[config.mk]
export PLATFORM = sky130hd
export DESIGN_NAME = cti_resolve_queue
export DESIGN_NICKNAME = d
export VERILOG_FILES = /design/src/rtl/cti_resolve_queue.sv
export SDC_FILE = /design/constraint.sdc
export NUM_CORES = 2
export LEC_CHECK = 0
export ABC_AREA = 1
export CAP_MARGIN = 20
export CORE_MARGIN = 10
export CORE_UTILIZATION = 52
export CTS_CLUSTER_SIZE = 12
export DETAILED_ROUTE_END_ITERATION = 12
export MAX_ROUTING_LAYER = met4
export PLACE_DENSITY_LB_ADDON = 0.08
export SETUP_SLACK_MARGIN = 0.02
export SLEW_MARGIN = 5
export SYNTH_ARGS = -nofsm -noshare
export SYNTH_HDL_FRONTEND = slang
export SYNTH_SLANG_ARGS = --single-unit
[constraint.sdc]
create_clock -name clk -period 5.5 [get_ports clk]
set_input_delay 0.55 -clock clk [delete_from_list [all_inputs] [get_ports clk]]
set_output_delay 0.55 -clock clk [all_outputs]
set_load 0.05 [all_outputs]
[src/rtl/cti_resolve_queue.sv]
// Frontend control-transfer queue: allocates CTI IDs in program order, absorbs
// out-of-order resolutions with mispredict detection, and retires in order as update packets.
module cti_resolve_queue #(
  parameter int DEPTH  = 16,
  parameter int ID_W   = 4,
  parameter int PC_W   = 32,
  parameter int TYPE_W = 2
) (
  input  logic              clk,
  input  logic              reset,
  input  logic              flush_i,
  input  logic              allocValid_i,
  input  logic [PC_W-1:0]   allocPC_i,
  input  logic [TYPE_W-1:0] allocType_i,
  input  logic              allocPredDir_i,
  input  logic [PC_W-1:0]   allocPredNPC_i,
  output logic              allocReady_o,
  output logic [ID_W-1:0]   allocID_o,
  input  logic              exeCtrlValid_i,
  input  logic [ID_W-1:0]   exeCtiID_i,
  input  logic [PC_W-1:0]   exeCtrlPC_i,
  input  logic [TYPE_W-1:0] exeCtrlType_i,
  input  logic [PC_W-1:0]   exeCtrlNPC_i,
  input  logic              exeCtrlDir_i,
  output logic              mispredict_o,
  output logic [ID_W-1:0]   mispredictID_o,
  output logic [PC_W-1:0]   mispredictNPC_o,
  input  logic              commitCti_i,
  output logic              updValid_o,
  output logic [PC_W-1:0]   updPC_o,
  output logic [TYPE_W-1:0] updType_o,
  output logic              updDir_o,
  output logic [PC_W-1:0]   updNPC_o,
  output logic [ID_W:0]     count_o,
  output logic              protoErr_o
);

  localparam logic [ID_W:0] FULL_CNT = (ID_W+1)'(DEPTH);

  logic [DEPTH-1:0]  valid_q, valid_d, resolved_q, resolved_d;
  logic [PC_W-1:0]   pc_q       [DEPTH];
  logic [TYPE_W-1:0] type_q     [DEPTH];
  logic              pred_dir_q [DEPTH];
  logic [PC_W-1:0]   pred_npc_q [DEPTH];
  logic              act_dir_q  [DEPTH];
  logic [PC_W-1:0]   act_npc_q  [DEPTH];

  logic [ID_W-1:0]   head_q, head_d, tail_q, tail_d;
  logic [ID_W:0]     count_q, count_d;
  logic              mispredict_q, mispredict_d;
  logic [ID_W-1:0]   mis_id_q, mis_id_d;
  logic [PC_W-1:0]   mis_npc_q, mis_npc_d;
  logic              upd_valid_q, upd_valid_d;
  logic [PC_W-1:0]   upd_pc_q, upd_pc_d;
  logic [TYPE_W-1:0] upd_type_q, upd_type_d;
  logic              upd_dir_q, upd_dir_d;
  logic [PC_W-1:0]   upd_npc_q, upd_npc_d;
  logic              proto_err_q, proto_err_d;

  logic alloc_fire, res_hit, res_mis, commit_ok;
  logic unused_type;

  // The resolved type is not needed: the update packet carries the type captured at rename.
  assign unused_type = ^exeCtrlType_i;

  // A stale wrong-path resolution (dead entry, already resolved, or PC mismatch) is dropped.
  always_comb begin
    alloc_fire = allocValid_i && (count_q != FULL_CNT) && !flush_i;
    res_hit    = exeCtrlValid_i && !flush_i && valid_q[exeCtiID_i] &&
                 !resolved_q[exeCtiID_i] && (pc_q[exeCtiID_i] == exeCtrlPC_i);
    res_mis    = res_hit && ((exeCtrlDir_i != pred_dir_q[exeCtiID_i]) ||
                             (exeCtrlNPC_i != pred_npc_q[exeCtiID_i]));
    commit_ok  = commitCti_i && (count_q != '0) && valid_q[head_q] && resolved_q[head_q];
  end

  // NOTE: every always_comb output gets a default first so no path leaves it unassigned (no latch).
  always_comb begin
    valid_d      = valid_q;
    resolved_d   = resolved_q;
    head_d       = head_q;
    tail_d       = tail_q;
    count_d      = count_q;
    mispredict_d = res_mis;
    mis_id_d     = res_mis ? exeCtiID_i : mis_id_q;
    mis_npc_d    = res_mis ? exeCtrlNPC_i : mis_npc_q;
    upd_valid_d  = commit_ok;
    upd_pc_d     = commit_ok ? pc_q[head_q]      : upd_pc_q;
    upd_type_d   = commit_ok ? type_q[head_q]    : upd_type_q;
    upd_dir_d    = commit_ok ? act_dir_q[head_q] : upd_dir_q;
    upd_npc_d    = commit_ok ? act_npc_q[head_q] : upd_npc_q;
    proto_err_d  = proto_err_q | (commitCti_i && !commit_ok);

    if (flush_i) begin
      valid_d    = '0;
      resolved_d = '0;
      head_d     = '0;
      tail_d     = '0;
      count_d    = '0;
    end else begin
      if (res_hit) resolved_d[exeCtiID_i] = 1'b1;
      if (commit_ok) begin
        valid_d[head_q] = 1'b0;
        head_d          = head_q + 1'b1;
      end
      if (alloc_fire) begin
        valid_d[tail_q]    = 1'b1;
        resolved_d[tail_q] = 1'b0;
        tail_d             = tail_q + 1'b1;
      end
      count_d = count_q + (ID_W+1)'(alloc_fire) - (ID_W+1)'(commit_ok);
    end
  end

  // NOTE: state registers use non-blocking assignments so all flops sample the same pre-edge values.
  always_ff @(posedge clk or negedge reset) begin
    if (!reset) begin
      valid_q      <= '0;
      resolved_q   <= '0;
      head_q       <= '0;
      tail_q       <= '0;
      count_q      <= '0;
      mispredict_q <= 1'b0;
      mis_id_q     <= '0;
      mis_npc_q    <= '0;
      upd_valid_q  <= 1'b0;
      upd_pc_q     <= '0;
      upd_type_q   <= '0;
      upd_dir_q    <= 1'b0;
      upd_npc_q    <= '0;
      proto_err_q  <= 1'b0;
    end else begin
      valid_q      <= valid_d;
      resolved_q   <= resolved_d;
      head_q       <= head_d;
      tail_q       <= tail_d;
      count_q      <= count_d;
      mispredict_q <= mispredict_d;
      mis_id_q     <= mis_id_d;
      mis_npc_q    <= mis_npc_d;
      upd_valid_q  <= upd_valid_d;
      upd_pc_q     <= upd_pc_d;
      upd_type_q   <= upd_type_d;
      upd_dir_q    <= upd_dir_d;
      upd_npc_q    <= upd_npc_d;
      proto_err_q  <= proto_err_d;
    end
  end

  // NOTE: payload arrays have no reset; valid_q gates every use, so stale contents are never observed.
  always_ff @(posedge clk) begin
    if (alloc_fire) begin
      pc_q[tail_q]       <= allocPC_i;
      type_q[tail_q]     <= allocType_i;
      pred_dir_q[tail_q] <= allocPredDir_i;
      pred_npc_q[tail_q] <= allocPredNPC_i;
    end
    if (res_hit) begin
      act_dir_q[exeCtiID_i] <= exeCtrlDir_i;
      act_npc_q[exeCtiID_i] <= exeCtrlNPC_i;
    end
  end

  assign allocReady_o    = (count_q != FULL_CNT);
  assign allocID_o       = tail_q;
  assign mispredict_o    = mispredict_q;
  assign mispredictID_o  = mis_id_q;
  assign mispredictNPC_o = mis_npc_q;
  assign updValid_o      = upd_valid_q;
  assign updPC_o         = upd_pc_q;
  assign updType_o       = upd_type_q;
  assign updDir_o        = upd_dir_q;
  assign updNPC_o        = upd_npc_q;
  assign count_o         = count_q;
  assign protoErr_o      = proto_err_q;

endmodule

# After elaboration in Yosys (flattened, before gate mapping)
# Memories as Yosys holds them, arrays and structs flattened. A register that Yosys moved wholly into a read port is not among the register bits.
# Index checks and enable logic that the tools add are counted.
# word_totals
reg_bits	84
latchBits	0
mem_bits_rw	1600
rom_bits	0
output_inout_bits	116
wordCells	93
mem_count	6
# mem_list
name	depth	width	read_ports	rd_clocked_by_memory_dff	write_ports	line	rtl
act_npc_q	16	32	1	1	1	46	logic [PC_W-1:0] act_npc_q [DEPTH];
pc_q	16	32	2	1	1	41	logic [PC_W-1:0] pc_q [DEPTH];
pred_npc_q	16	32	1	0	1	44	logic [PC_W-1:0] pred_npc_q [DEPTH];
type_q	16	2	1	1	1	42	logic [TYPE_W-1:0] type_q [DEPTH];
act_dir_q	16	1	1	1	1	45	logic act_dir_q [DEPTH];
pred_dir_q	16	1	1	0	1	43	logic pred_dir_q [DEPTH];
# op_classes
addsub	4
multipliers	0
div	0
n_lt_le_gt_ge	6
n_eq_ne	4
n_shift	0
mux	31
n_bitwise	7
n_reduce_logical	25
# ops
cell	count
$mux 16	8
$and 16x16->16	2
$eq 32x32->1	1
$ne 32x32->1	1
$not 16->16	2
$or 16x16->16	2
$bmux 1 s4	4
$mux 4	4
$lt 4x5->1 const B	3
$logic_and 1x1->1	14
$demux 1 s4	3
$ge 4x1->1 const B	3
$mux 1	11
$add 4x1->4 const B	2
$logic_not 1->1	7
$add 5x1->5	1
$mux 5	1
$ne 5x5->1 const B	1
$reduce_bool 5->1	1
$sub 5x1->5	1
$reduce_bool 2->1	2
$logic_or 1x1->1	1
$ne 1x1->1	1
$or 1x1->1	1

# Depth between registers and ports, before layout
# depth
word_depth	11
mapped_depth	23
mapped_depth_nobuf	20

# Worst setup path before layout
# OpenSTA, ideal clock, no wires.
# synth_path
path_kind	reg2reg
from	register count_q[2], in the netlist count_o[2]
to	register valid_q[10]
arrival_time_ns	5.530
required_ns	5.415
slack_ns	-0.115
path_stages_with_launch	11
path_cell_list	dfrtp_1 > inv_1 > ha_1 > nand4_1 > nand2_1 > nor2_1 > clkinv_1 > clkbuf_1 > nor2_1 > inv_1 > a21oi_1
# synth_between
elab_cells_between_ends	12
# synth_rtl
element	line	rtl
from (decl)	49	logic [ID_W:0] count_q, count_d;
from (signal assigned)	136	count_q <= count_d;
$ne 5x5->1	n/a	
via allocReady_o	17	output logic allocReady_o,
$logic_and 1x1->1 (2 in a row)	68	alloc_fire = allocValid_i && (count_q != FULL_CNT) && !flush_i;
$mux 16	105	if (alloc_fire) begin
$mux 16	93	if (flush_i) begin
via valid_d[10]	40	logic [DEPTH-1:0] valid_q, valid_d, resolved_q, resolved_d;
to (signal assigned)	132	valid_q <= valid_d;
to (decl)	40	
# The timed path passes the listed nets, and every way through them passes these cells. The select of a mux whose other input is x is not followed.
# A chain may end at the register's enable or synchronous reset.

# Worst setup path in the final report
# layout_path
from	register head_q[1]
to	register count_q[4], in the netlist count_o[4]
# layout_between
elab_chain_len	6
elab_cells_between_ends	8
# layout_lines
element	line	rtl
from (decl)	48	logic [ID_W-1:0] head_q, head_d, tail_q, tail_d;
from (signal assigned)	119	head_q <= '0;
from (signal assigned)	134	head_q <= head_d;
$bmux 1 s4	73	commit_ok = commitCti_i && (count_q != '0) && valid_q[head_q] && resolved_q[head_q];
$mux 1 (implied by the code)	73	
$logic_and 1x1->1	73	
$logic_and 1x1->1 (*)	73	
$sub 5x1->5 (*)	110	count_d = count_q + (ID_W+1)'(alloc_fire) - (ID_W+1)'(commit_ok);
$mux 5 (*)	93	
via count_d[4]	49	
# Mark *: on every way through the listed nets, which the timed path passes. The rest lies on a longest branch. The select of a mux whose other input is x is not followed.

==> results.tsv <==
metric	value	unit
status	complete, no violations	
powerDensity	330	nW/µm²
die-area	160000	µm²
period_minus_slack	4.32	ns
synth_nets	7211	
first_pass_iters	6	
worst-path-buf-inv	4	
fmax	231	MHz
yosys-top-cells-area	edfxtp_1 64%, nand2_1 11%, dfrtp_1 5.0%, o21ai_0 4.9%, nor2_1 3.8%	
io_buffers	257	
hold_viol	0	
htreeDepth	4	
max_slew_margin	0.190	
tritoncts	built	
top_layer	met4	
worst_ir_drop_vdd	0.000271	V
gp_congestion	0.838	
cp-start-kind	flop	
synthFlopType	edfxtp_1	
nFillCells	11609	
period_share	0.786	
ys_types	40	
core-area	143000	µm²
finalSetupTns	0	ns
avgSynthCellArea	10.7	µm²
cp_slowest_stage_delay	0.65	ns
grt_pass1_vias	52316	
synth_edf_count	1600	
clock_tree.root_cell	clkbuf_16	
drv_cap	0	
crit_cells	19	
antenna_left	0	
wl_met3	23600	µm
dp_cells	8959	
cp-end-kind	flop	
ys_seq_elements	1751	
cpMaxStageDelayCell	dfrtp_4	
grt_pass1_wl	342000	µm
wl_met1	95100	µm
clk_path_buf_depth	3	
clk_latency	0.82	ns
syn2layout_area_growth	14.7	%
finalWirelength	234000	µm
utilization	0.600	
drive_gt1_frac	0.0642	
netlist_instances	7052	
criticalPathCategory	reg2reg	
post-synth-top-count-cell	nand2_1	
met2_length	109000	µm
ys_seq_area_frac	0.690	
cp_common_cell	nor2_1	
total_power	0.0284	W
grt-ovfl-total	0	
dpl.hpwl	128000	µm
path_cells	inv_6 -> o21ai_0 -> o21ai_0 -> nand2_1 -> o211ai_1 -> nor2_1 -> nand2_1 -> inv_6 -> ha_1 -> inv_1 -> ha_1 -> fa_1 -> nand2_1 -> inv_1 -> nor2_1 -> nor2_1 -> nor2_1 -> xor2_1 -> nor2_1	
timing.hold.ws	0.372	ns
synth_top_area_cell	edfxtp_1	
nNetsFinal	7402	
post_drt_wl_per_cell	25.1	µm
hold_path_class	in2async	
skew	0.0305	ns
regArea	51800	µm²
required	6.19	ns
grt_max_degree	223	
clock_sinks	1751	
track_usage	0.296	
tightest_slew	1.21	ns
std_cell_rows	139	
vias	55017	
setup_viol	0	
syn_area	75100	µm²
cts_buffers	183	
vias_per_cell	5.91	
die_h	400	µm
pin_count	260	
die_x	400	µm
cp_top_family	simple AND/OR/NAND/NOR gates	
synthArstFlopShare	0.0862	
cts-resized-gates	0	
drt_iter0_drc	6144	
drv_slew	0	
yosys.area.top_type_share	0.640	
final_cell_count_no_fill	9317	
antenna_found_initial	22	
synth_common_cells	2264 x nand2_1, 1600 x edfxtp_1, 755 x nor2_1	
r2r_cells	19	
clkTransAtPathRegs	0.06	ns
ys_warn_count	0	
p_leak	32.4	nW
rsz0062_at_grt	no	
multi_input_area	20600	µm²
arrival	5.01	ns
drc	0	
crit_fanout	65	
start_util	0.523	
## cells in the final DEF (no fill, tap or decap), types with 4 or more instances in the layout
cell type,n
a21oi_1,200
nor3_1,15
o21ai_1,32
buf_4,114
clkdlybuf4s50_1,254
nor2_4,24
o21bai_1,8
nand3_1,143
bufinv_16,5
o21ai_0,740
clkbuf_1,74
dfrtp_1,149
clkinv_1,31
inv_1,217
clkinv_8,5
ha_1,14
a31oi_1,67
buf_12,54
clkbuf_16,190
clkinv_2,22
a22oi_1,49
inv_6,5
a22o_1,67
diode_2,14
o22ai_1,207
clkbuf_8,23
nand2_1,2264
nand4_1,47
xor2_1,4
edfxtp_1,1600
nor2_1,734
inv_2,12
## worst paths after layout
path | slack, ns | start | endpoint
max | 1.18 | head_q[1] | count_o[4]
min | 0.37 | reset | updPC_o[12]
max reg2reg | 1.18 | head_q[1] | count_o[4]
min reg2reg | 0.48 | mispredictNPC_o[10] | mispredictNPC_o[10]
max in group asynchronous | 3.90 | reset | head_q[1]
min in group clk | 0.38 | commitCti_i | protoErr_o
## timing repair
action                    4_1_cts  5_1_grt
hold endpoints to repair       49        0
setup buffers                   0        0
hold buffers                    1        0
## logic make-up after synthesis
group | after synthesis | synth area share
flops | 1751 | 0.690
xor+xnor | 5 | 0.000583
simple gates | 3235 | 0.167
compound gates | 1379 | 0.102
fa+ha+maj | 15 | 0.00260
buf+inv | 667 | 0.0380
## layout make-up
| class | count | area share |
|---|---|---|
| antenna | 14 | 0.000407 |
| clock inverter | 56 | 0.00514 |
| tap | 1903 | 0.0276 |
| clock buffer | 286 | 0.0619 |
| sequential | 1751 | 0.602 |
| inverter | 246 | 0.0112 |
| multi-input combinational | 4634 | 0.239 |
| timing repair buffer | 427 | 0.0528 |
## worst register-to-register path, stage by stage (launching register included)
cell and delay [ns]:
dfrtp_4 0.65, inv_6 0.60, o21ai_0 0.21, o21ai_0 0.28, nand2_1 0.22, o211ai_1 0.35
nor2_1 0.11, nand2_1 0.17, inv_6 0.07, ha_1 0.27, inv_1 0.04, ha_1 0.20
fa_1 0.42, nand2_1 0.08, inv_1 0.05, nor2_1 0.10, nor2_1 0.05, nor2_1 0.12
xor2_1 0.15, nor2_1 0.05
## metal layers
layer  GRT usage  vias up
li1            -    24839
met1       0.404    26873
met2       0.457     2891
met3      0.0483      414
met4      0.0941        0
met5           -        -
## flip-flops by register name (all words and copies together) (netlist names), 5 cells and up
signal and count:
act_dir_q 16, act_npc_q 512, count_o 5, mispredictNPC_o 32
pc_q 512, pred_dir_q 16, pred_npc_q 512, resolved_q 16
type_q 32, updNPC_o 32, updPC_o 32, valid_q 16
## stage by stage
stage	instance area (µm²)	setup WS, ns
global route	86100	0.920
detailed placement	80300	0.602
finish	86100	1.18
floorplan	75100	-0.115
CTS	86100	1.23
global placement	80300	0.701
## where the power goes
part | switching (W) | internal, W
Combinational | 0.00125 | 0.000498
Sequential | 0.0000601 | 0.0147
Clock | 0.00505 | 0.00688
Total | 0.00636 | 0.0221
No activity file was read; power rests on OpenSTA's default activity.
